### src/rtl/spi_mem_ctrl.sv
// rtl/spi_mem_ctrl.sv - SPI mode-0 master turning 16-bit word requests into serial SRAM frames
//
// Ports:
//   clk, resetb                : system clock, asynchronous active-low reset
//   req_valid_i / req_ready_o  : request handshake (ready only while idle)
//   req_we_i, req_addr_i,
//   req_wdata_i                : request fields, captured at the handshake edge
//   rsp_valid_o, rsp_rdata_o   : one-cycle completion pulse, read word (held until next read)
//   mem_csb_o, mem_sclk_o,
//   mem_out_o, mem_in_i        : SPI chip select, clock, MOSI, MISO
module spi_mem_ctrl #(
    parameter int         CLK_DIV   = 1,
    parameter logic [7:0] READ_CMD  = 8'h03,
    parameter logic [7:0] WRITE_CMD = 8'h02
) (
    input  logic        clk,
    input  logic        resetb,
    input  logic        req_valid_i,
    output logic        req_ready_o,
    input  logic        req_we_i,
    input  logic [14:0] req_addr_i,
    input  logic [15:0] req_wdata_i,
    output logic        rsp_valid_o,
    output logic [15:0] rsp_rdata_o,
    output logic        mem_csb_o,
    output logic        mem_sclk_o,
    output logic        mem_out_o,
    input  logic        mem_in_i
);

    localparam logic [7:0] DIV_LAST   = 8'(CLK_DIV - 1);
    localparam logic [5:0] FRAME_BITS = 6'd40;
    localparam logic [5:0] DATA_START = 6'd24;

    typedef enum logic [1:0] {IDLE, SETUP, SHIFT, DONE} state_t;

    state_t      state_q;
    state_t      state_d;
    logic [7:0]  div_cnt;
    logic [5:0]  bit_cnt;
    logic [39:0] tx_sh;
    logic [15:0] rx_sh;
    logic        we_q;
    logic        handshake;
    logic        half_end;
    logic        frame_end;

    assign req_ready_o = (state_q == IDLE);
    assign handshake   = req_valid_i && req_ready_o;
    assign half_end    = (div_cnt == DIV_LAST);
    // bit_cnt counts sclk rises issued; after the 40th rise the low phase
    // that follows closes the frame instead of starting another slot.
    assign frame_end   = half_end && !mem_sclk_o && (bit_cnt == FRAME_BITS);

    always_ff @(posedge clk or negedge resetb) begin
        if (!resetb) begin
            state_q <= IDLE;
        end else begin
            state_q <= state_d;
        end
    end

    always_comb begin
        state_d = state_q;
        case (state_q)
            IDLE:    if (handshake) state_d = SETUP;
            SETUP:   state_d = SHIFT;
            SHIFT:   if (frame_end) state_d = DONE;
            DONE:    state_d = IDLE;
            default: state_d = IDLE;
        endcase
    end

    always_ff @(posedge clk or negedge resetb) begin
        if (!resetb) begin
            mem_csb_o   <= 1'b1;
            mem_sclk_o  <= 1'b0;
            mem_out_o   <= 1'b0;
            rsp_valid_o <= 1'b0;
            rsp_rdata_o <= 16'h0000;
            div_cnt     <= 8'd0;
            bit_cnt     <= 6'd0;
            tx_sh       <= 40'd0;
            rx_sh       <= 16'h0000;
            we_q        <= 1'b0;
        end else begin
            case (state_q)
                IDLE: begin
                    if (handshake) begin
                        we_q  <= req_we_i;
                        // Reads shift out zeros during the data phase.
                        tx_sh <= {req_we_i ? WRITE_CMD : READ_CMD,
                                  req_addr_i, 1'b0,
                                  req_we_i ? req_wdata_i : 16'h0000};
                    end
                end
                SETUP: begin
                    mem_csb_o  <= 1'b0;
                    mem_sclk_o <= 1'b0;
                    mem_out_o  <= tx_sh[39];
                    // Preloaded so the very next edge raises sclk for slot 0.
                    div_cnt    <= DIV_LAST;
                    bit_cnt    <= 6'd0;
                end
                SHIFT: begin
                    if (!half_end) begin
                        div_cnt <= div_cnt + 8'd1;
                    end else begin
                        div_cnt <= 8'd0;
                        if (!mem_sclk_o) begin
                            if (bit_cnt == FRAME_BITS) begin
                                mem_csb_o   <= 1'b1;
                                mem_out_o   <= 1'b0;
                                rsp_valid_o <= 1'b1;
                                if (!we_q) rsp_rdata_o <= rx_sh;
                            end else begin
                                mem_sclk_o <= 1'b1;
                                bit_cnt    <= bit_cnt + 6'd1;
                                // MISO was launched on the previous falling edge.
                                if (bit_cnt >= DATA_START) rx_sh <= {rx_sh[14:0], mem_in_i};
                            end
                        end else begin
                            mem_sclk_o <= 1'b0;
                            if (bit_cnt != FRAME_BITS) begin
                                tx_sh     <= {tx_sh[38:0], 1'b0};
                                mem_out_o <= tx_sh[38];
                            end
                        end
                    end
                end
                DONE: begin
                    rsp_valid_o <= 1'b0;
                    div_cnt     <= 8'd0;
                    bit_cnt     <= 6'd0;
                end
                default: begin
                    mem_csb_o  <= 1'b1;
                    mem_sclk_o <= 1'b0;
                end
            endcase
        end
    end

endmodule

### config.mk
export PLATFORM = sky130hd
export DESIGN_NAME = spi_mem_ctrl
export DESIGN_NICKNAME = d
export VERILOG_FILES = /design/src/rtl/spi_mem_ctrl.sv
export SDC_FILE = /design/constraint.sdc
export NUM_CORES = 1
export LEC_CHECK = 0
export CORE_UTILIZATION = 59
export DETAILED_ROUTE_END_ITERATION = 7
export PLACE_DENSITY = 0.85
export SLEW_MARGIN = 15
export SYNTH_ARGS = -nofsm -noshare
export SYNTH_HDL_FRONTEND = slang
export SYNTH_SLANG_ARGS = --single-unit
export TNS_END_PERCENT = 10
### constraint.sdc
create_clock -name clk -period 4.1 [get_ports clk]
set_input_delay 0.615 -clock clk [delete_from_list [all_inputs] [get_ports clk]]
set_output_delay 0.615 -clock clk [all_outputs]
set_load 0.01 [all_outputs]
; Yosys cells after proc, flatten, opt, wreduce, memory -nomap -nowiden
; Cells that the tools add are included.
[totals]
wordCells = 83
ff_bits = 93
out_inout_bits = 21
[op_classes]
reduce_logical = 21
muxes = 30
n_eq_ne = 15
add_sub_neg = 2
n_bitwise = 3
order_cmp = 1
[op_table]
columns = op, n
row1 = two-way mux 40 bit, 4
row2 = one-hot mux 40 bit (2 select lines), 1
row3 = two-way mux 6 bit, 3
row4 = two-way mux 16 bit, 1
row5 = one-hot mux 8 bit (2 select lines), 1
row6 = AND reduction 4 bit, 4
row7 = AND reduction 5 bit, 3
row8 = "inequality test 2 bit, second input constant", 7
row9 = one-hot mux 6 bit (2 select lines), 1
row10 = two-way mux 1 bit, 11
row11 = "adder 8 x 1 -> 8 bit, second input constant", 1
row12 = logical NOT 8 bit, 1
row13 = two-way mux 8 bit, 1
row14 = one-hot mux 1 bit (2 select lines), 4
row15 = one-hot mux 2 bit (4 select lines), 1
row16 = nonzero test 2 bit, 4
row17 = "adder 6 x 1 -> 6 bit, second input constant", 1
row18 = "== test 6 bit, second input constant", 1
row19 = ">= comparator 6 x 5 -> 1 bit, second input constant", 1
row20 = "inequality test 3 bit, second input constant", 2
row21 = "inequality test 6 bit, second input constant", 1
row22 = AND reduction 2 bit, 3
row23 = "== test 2 bit, second input constant", 2
row24 = two-way mux 2 bit, 2
row25 = 7 further kinds, 11

; Depth between registers and ports, before layout
; Gate-level depths: netlist (run 1).
[logic_depth]
word_depth = 5
depth_mapped = 9

; Worst setup path after synthesis (run 1)
; OpenSTA, ideal clock, no wires.
[synth_timing]
path_kind = reg2reg
start = register div_cnt[2]
end = register rx_sh[10]
setup_time_ps = 125
stages_incl_launch_ff = 7
required_time_ps = 3975
synth_period_minus_slack_ps = 2353
path_slack_ps = 1747
arrival_ps = 2228
path_buffers = 1
cell_sequence = dfrtp_1 or4_4 nor4_4 nand2_2 nor3_4 buf_12 mux2_4
[synth_via]
elab_chain_len = 2
[synth_rtl]
columns = item, line_no
row1 = from (decl), 39  ; logic [7:0] div_cnt;
row2 = from (signal assigned), 107  ; div_cnt <= div_cnt + 8'd1;
row3 = logical NOT 8 bit, 50  ; assign half_end = (div_cnt == DIV_LAST);
row4 = AND reduction 5 bit (no source line), n/a
row5 = to (signal assigned), 120  ; if (bit_cnt >= DATA_START) rx_sh <= {rx_sh[14:0], mem_in_i};
row6 = to (decl), 42  ; logic [15:0] rx_sh;
; No other way between the ends.
; A chain may end at the register's enable or synchronous reset.

; Final worst setup path (run 1)
[layout_timing]
start = register div_cnt[2]
end = register tx_sh[5]
[layout_via]
elab_chain_len = 3
[layout_rtl]
columns = item, line_no
row1 = logical NOT 8 bit, 50
row2 = inequality test 2 bit (no source line), n/a
row3 = AND reduction 5 bit (no source line), n/a
row4 = to (signal assigned), 92  ; tx_sh <= {req_we_i ? WRITE_CMD : READ_CMD,
row5 = to (signal assigned), 125  ; tx_sh <= {tx_sh[38:0], 1'b0};
row6 = to (decl), 41  ; logic [39:0] tx_sh;
; No other way between the ends.

==> results.ini, run 1 <==
[floorplan]
core_sq_um = 6870
die_w_microns = 87.0
die_h_microns = 87.0
ios = 57
placementRows = 30
start_util = 0.621
die_area_sq_um = 7570

[layout]
antenna_cells = 0
layout_commonest_cell = dfrtp_1
drive_gt1_frac = 0.225
final_cell_mix = 92 x dfrtp_1, 55 x clkdlybuf4s50_1, 36 x nand2_1
layout.cells.non_filler = 492
design_area_sq_um = 5040
syn_to_final_growth_pct = 18.1
nets = 436

[detailed_routing]
routed.top_layer = met4
detail_route.wirelength.met1_mm = 3.67
vias = 2874
drt_wl_total_mm = 7.95
ant_nets = 0
drc = 0
viasPerCell = 5.84
wire_per_inst_microns = 16.2
firstDrtPassIters = 5
wl_met2_mm = 3.85
drt_iter0_drc = 131
met3RoutedLength_microns = 291

[clocking]
clock_sinks = 93
clk_latency_ns = 0.36
postCtsHoldBufs = 0
cts_max_path_buffers = 2
cts_resized = 0
tritoncts = yes
root_buffer = clkbuf_8
clkTransAtPathRegs_ns = 0.10
cts.htree.levels = 3
post_cts_buffers = 0
cts_buffers = 9

[synth]
syn_avg_cell_area_sq_um = 12.4
yosys_warnings = 0
synth_top_family_by_area = compound AO/OA/AOI/OAI gates
syn-num-nets = 389
ys_seq_area_frac = 0.546
synth_ff_type = dfrtp_1
synth_cell_type_count = 52
synth-edff-count = 0
syn_inst = 344
synth-xor-area-share = 0.0144
synthArstFlopShare = 1.00
synth-simple-area-share = 0.121
synth_top_area_share = 0.540
synth_top_cell_by_area = dfrtp_1
synth_compound_area_frac = 0.146
netlist_top_cells_area = dfrtp_1 54%, o221a_2 7.1%, mux2_2 6.3%
ys_ff_latch = 93
synthMuxAreaShare = 0.103
synthAdderAreaFrac = 0.0264
synth_area_sq_um = 4260

[outcome]
status = finished, final reports clean

[global_routing]
grt_pass1_wl_mm = 13.5
grt_antenna_before_repair = 0
grt_max_degree = 94
grt_pass1_vias = 2850
grt_usage = 0.236
overflow = 0

[sta]
tns_ns = 0
tightest_slew_ns = 1.08
max_slew_margin = 0.277
setup_viol = 0
slew_viol_final = 0
fin_crit_sh = 0.712
clock_skew_ns = 0.0107
grt_setup_unrepaired = no
min_period_ns = 2.92
hold_viol = 0
fmax_mhz = 343

[placement]
gp_congestion = 0.883
portBuffers = 56
dpl_cell_area_sq_um = 4830
dp.cells = 476
dp_hpwl_mm = 5.30

[worst_setup_path]
path_max_fanout = 30
arrival_ns = 3.22
end_kind = register
cp-start-kind = register
required_ns = 4.40
crit_type = register to register

[pwr]
vdd_drop_max_mv = 0.299
p_per_area_nw_per_um2 = 594
leakage_nw = 2.23

[hold_path]
hold_path.class = input port to async pin

[flow_run]
drv_cap = 0

## critical path: stages (launching register included)
cell,delay [ns]
dfrtp_1,0.44
or4_4,0.59
nor4b_4,0.31
and3_1,0.32
o21a_1,0.83
o221a_2,0.36
## logic make-up after synthesis
kind of cell               count (synthesis)
and+or+nand+nor                           93
DFF                                       93
AOI/OAI and AO/OA                         69
buffers and inverters                     37
muxes                                     36
adders and majority gates                  9
xor gates and xnor gates                   7
## report_power, final
group	leakage [nW]	internal [mW]	switching [mW]
sequential	1.18	1.15	0.156
combinational	0.960	0.511	0.543
clock	0.0944	0.290	0.344
total	2.23	1.95	1.04
## final cells by class
cell class                      count  area, sq um
Timing Repair Buffer               57          569
Clock inverter                      7         81.3
Sequential cell                    93         2330
Fill cell                         486         1830
Clock buffer                        9          124
Tap cell                           96          120
Multi-Input combinational cell    214         1750
Inverter                           16         60.1
## registers in the layout, summed over array words and instances (netlist names)
| register | cells |
|---|---|
| rsp_rdata_o | 16 |
| rsp_valid_o | 1 |
| state_q | 2 |
| we_q | 1 |
| rx_sh | 16 |
| bit_cnt | 6 |
| mem_sclk_o | 1 |
| mem_out_o | 1 |
| tx_sh | 40 |
| div_cnt | 8 |
| mem_csb_o | 1 |
## per-layer routing
layer  track usage  vias up
met5             0        -
met4        0.0985        0
met3        0.0436       13
met2         0.364       69
met1         0.329     1441
li1              -     1351
## final timing paths
path                       cells after the start  slack (ns)        from         end
setup / recovery                               5        1.18  div_cnt[2]    tx_sh[5]
hold / removal                                 1        0.31      resetb    rx_sh[2]
setup reg to reg                               5        1.18  div_cnt[2]    tx_sh[5]
hold reg to reg                                1        0.50    tx_sh[0]    tx_sh[0]
max in group asynchronous                      1        3.23      resetb  div_cnt[5]
min in group clk                               1        0.50    tx_sh[0]    tx_sh[0]
## per-stage QoR
| step | utilization | power (mW) | hold slack [ns] | setup slack (ns) |
|---|---|---|---|---|
| 2_1_floorplan | - | 2.15 | 0.319 | 1.75 |
| 3_3_place_gp | 0.703 | 2.32 | 0.478 | 1.28 |
| 3_5_place_dp | 0.703 | 2.37 | 0.486 | 1.20 |
| 4_1_cts | 0.733 | 3.00 | 0.505 | 1.17 |
| 5_1_grt | 0.733 | 3.19 | 0.369 | 0.981 |
| 6_report | 0.733 | 2.99 | 0.305 | 1.18 |
## synth_stat cells (2+ instances only)
| cell type | number |
|---|---|
| and3_1 | 4 |
| a21o_1 | 2 |
| o41ai_1 | 4 |
| nand2_2 | 2 |
| nand3_1 | 7 |
| a21oi_1 | 4 |
| mux2_2 | 24 |
| inv_1 | 16 |
| nand4b_1 | 2 |
| xor2_1 | 5 |
| a31oi_1 | 2 |
| or3_1 | 14 |
| a222oi_1 | 2 |
| xnor2_1 | 2 |
| o221a_1 | 2 |
| mux2_4 | 10 |
| clkbuf_1 | 11 |
| buf_2 | 6 |
| nor2_1 | 12 |
| nor2b_1 | 4 |
| o21ai_0 | 8 |
| dfrtp_1 | 92 |
| o221a_2 | 27 |
| nand2_1 | 36 |
| o22ai_1 | 2 |
| mux2i_1 | 2 |
| ha_1 | 9 |
| buf_6 | 2 |
| a22o_1 | 8 |
No activity file was read; power rests on OpenSTA's default activity.
==> run 2, diff against run 1 <==
- CORE_UTILIZATION: 59 -> 55
- PLACE_DENSITY: 0.85 -> 0.8
- clock period: 4.1 -> 2.92 ns (I/O delays scaled with it)
==> run 2 against run 1 <==
Net effect: first-iteration DRC count is 31% higher; final cell count is 1.6% higher; sequential share of layout area is 0.57 points lower; sequential cell count stayed put; worst hold slack worse by 0.19 ns; clock skew is 0.00099 ns lower; die area is 7.1% higher; worst setup slack worse by 0.73 ns; fmax is 18% higher; non-clock buffer count is 6 higher; via count is 0.66% lower; sequential power is 41% higher.
==> results.ini, run 2 (synthesis gave the netlist of run 1 again) <==
[pwr]
leakage_nw = 2.27
p_per_area_nw_per_um2 = 840
vdd_drop_max_mv = 0.611

[worst_setup_path]
required_ns = 3.16
arrival_ns = 2.71
path_cells = or4_4, nor4b_4, and3_1, nand2_2, o221a_2
end_kind = register
slowest_delay_ns = 0.59
crit_type = register to register
path_max_fanout = 29
slowest_stage = or4_4
cp.buffers_inverters = 0
critical-path-top-delay-family = simple AND/OR/NAND/NOR gates
cp-start-kind = register

[layout]
layout_commonest_cell = dfrtp_1
nets = 442
antenna_cells = 0
syn_to_final_growth_pct = 19.6
drive_gt1_frac = 0.234
postLayoutCoreUtil = 0.692
regMostFlops = tx_sh
largest_reg_flops = 40
design_area_sq_um = 5100
top_regs = tx_sh x40, rsp_rdata_o x16, rx_sh x16
final_cell_mix = 92 x dfrtp_1, 55 x clkdlybuf4s50_1, 36 x nand2_1

[global_routing]
grt_antenna_before_repair = 0
grt_max_degree = 94
grt_pass1_wl_mm = 13.6
grt_pass1_vias = 2830
overflow = 0
grt_usage = 0.212

[sta]
fin_ws_ns = 0.454
hold_viol = 0
fin_crit_sh = 0.844
max_slew_margin = 0.461
grt_setup_unrepaired = no
tightest_slew_ns = 0.809
clock_skew_ns = 0.00976
fmax_mhz = 406
tns_ns = 0
min_period_ns = 2.47
slew_viol_final = 0
setup_viol = 0

[floorplan]
ios = 57
core_sq_um = 7370
die_w_microns = 90.1
die_area_sq_um = 8110
placementRows = 31
start_util = 0.579
die_h_microns = 90.1

[clocking]
clk_latency_ns = 0.36
root_buffer = clkbuf_8
clock_sinks = 93
post_cts_buffers = 0
cts.htree.levels = 3
cts_resized = 0
cts_max_path_buffers = 2
tritoncts = yes
postCtsHoldBufs = 0
cts_buffers = 9
clkTransAtPathRegs_ns = 0.09

[detailed_routing]
drc = 0
drt_wl_total_mm = 8.04
drt_iter0_drc = 172
ant_nets = 0
vias = 2855
viasPerCell = 5.71
wire_per_inst_microns = 16.1
firstDrtPassIters = 4

[hold_path]
hold_path.class = input port to async pin

[placement]
gp_congestion = 0.760
dp_hpwl_mm = 5.59
dpl_cell_area_sq_um = 4880
place_ws_ns = 0.434
portBuffers = 56

[flow_run]
drv_cap = 0

[outcome]
status = finished, final reports clean

==> run 2: changes by cell type in the layout (fill, tap and decap cells not counted), sizes merged <==
| cell | change |
|---|---|
| bufinv | +1 |
| buf | +6 |
| clkinvlp | -1 |
| inv | -1 |
==> run 2: worst paths after layout <==
path                            start    endpoint  slack [ns]  depth (start not counted)
hold reg to reg             mem_csb_o   mem_csb_o        0.50                          2
hold / removal                 resetb    rx_sh[1]        0.12                          1
min in group clk            mem_csb_o   mem_csb_o        0.50                          2
max in group asynchronous      resetb  state_q[1]        2.23                          1
setup / recovery           div_cnt[2]    tx_sh[1]        0.45                          5
setup reg to reg           div_cnt[2]    tx_sh[1]        0.45                          5
==> run 2: worst register-to-register path, stage by stage, from the launching register on <==
cell and delay, ns:
dfrtp_1 0.43, or4_4 0.59, nor4b_4 0.24, and3_1 0.31, nand2_2 0.35, o221a_2 0.43
==> run 2: cell type report <==
class,count,area [sq um]
Clock buffer,9,124
Tap cell,99,124
Clock inverter,6,95.1
Multi-Input combinational cell,214,1750
Fill cell,539,2270
Timing Repair Buffer,63,614
Inverter,16,60.1
Sequential cell,93,2330
==> run 2: where the power goes <==
group	internal [mW]	switching [mW]
sequential	1.61	0.223
clock	0.486	0.450
combinational	0.738	0.776
==> run 2: metal layers <==
layer	GRT usage	up-vias	share of wire
li1	-	1363	-
met1	0.289	1417	0.47
met2	0.343	66	0.48
met3	0.0372	9	0.032
met4	0.0780	0	0.014
met5	0	-	0
==> run 2: stage by stage <==
stage | hold WS (ns) | instances | total power [mW]
6_report | 0.119 | 500 | 4.28
4_1_cts | 0.325 | 500 | 4.30
3_5_place_dp | 0.486 | 485 | 3.37
2_1_floorplan | 0.142 | 344 | 3.01
5_1_grt | 0.196 | 500 | 4.55
3_3_place_gp | 0.477 | 485 | 3.29
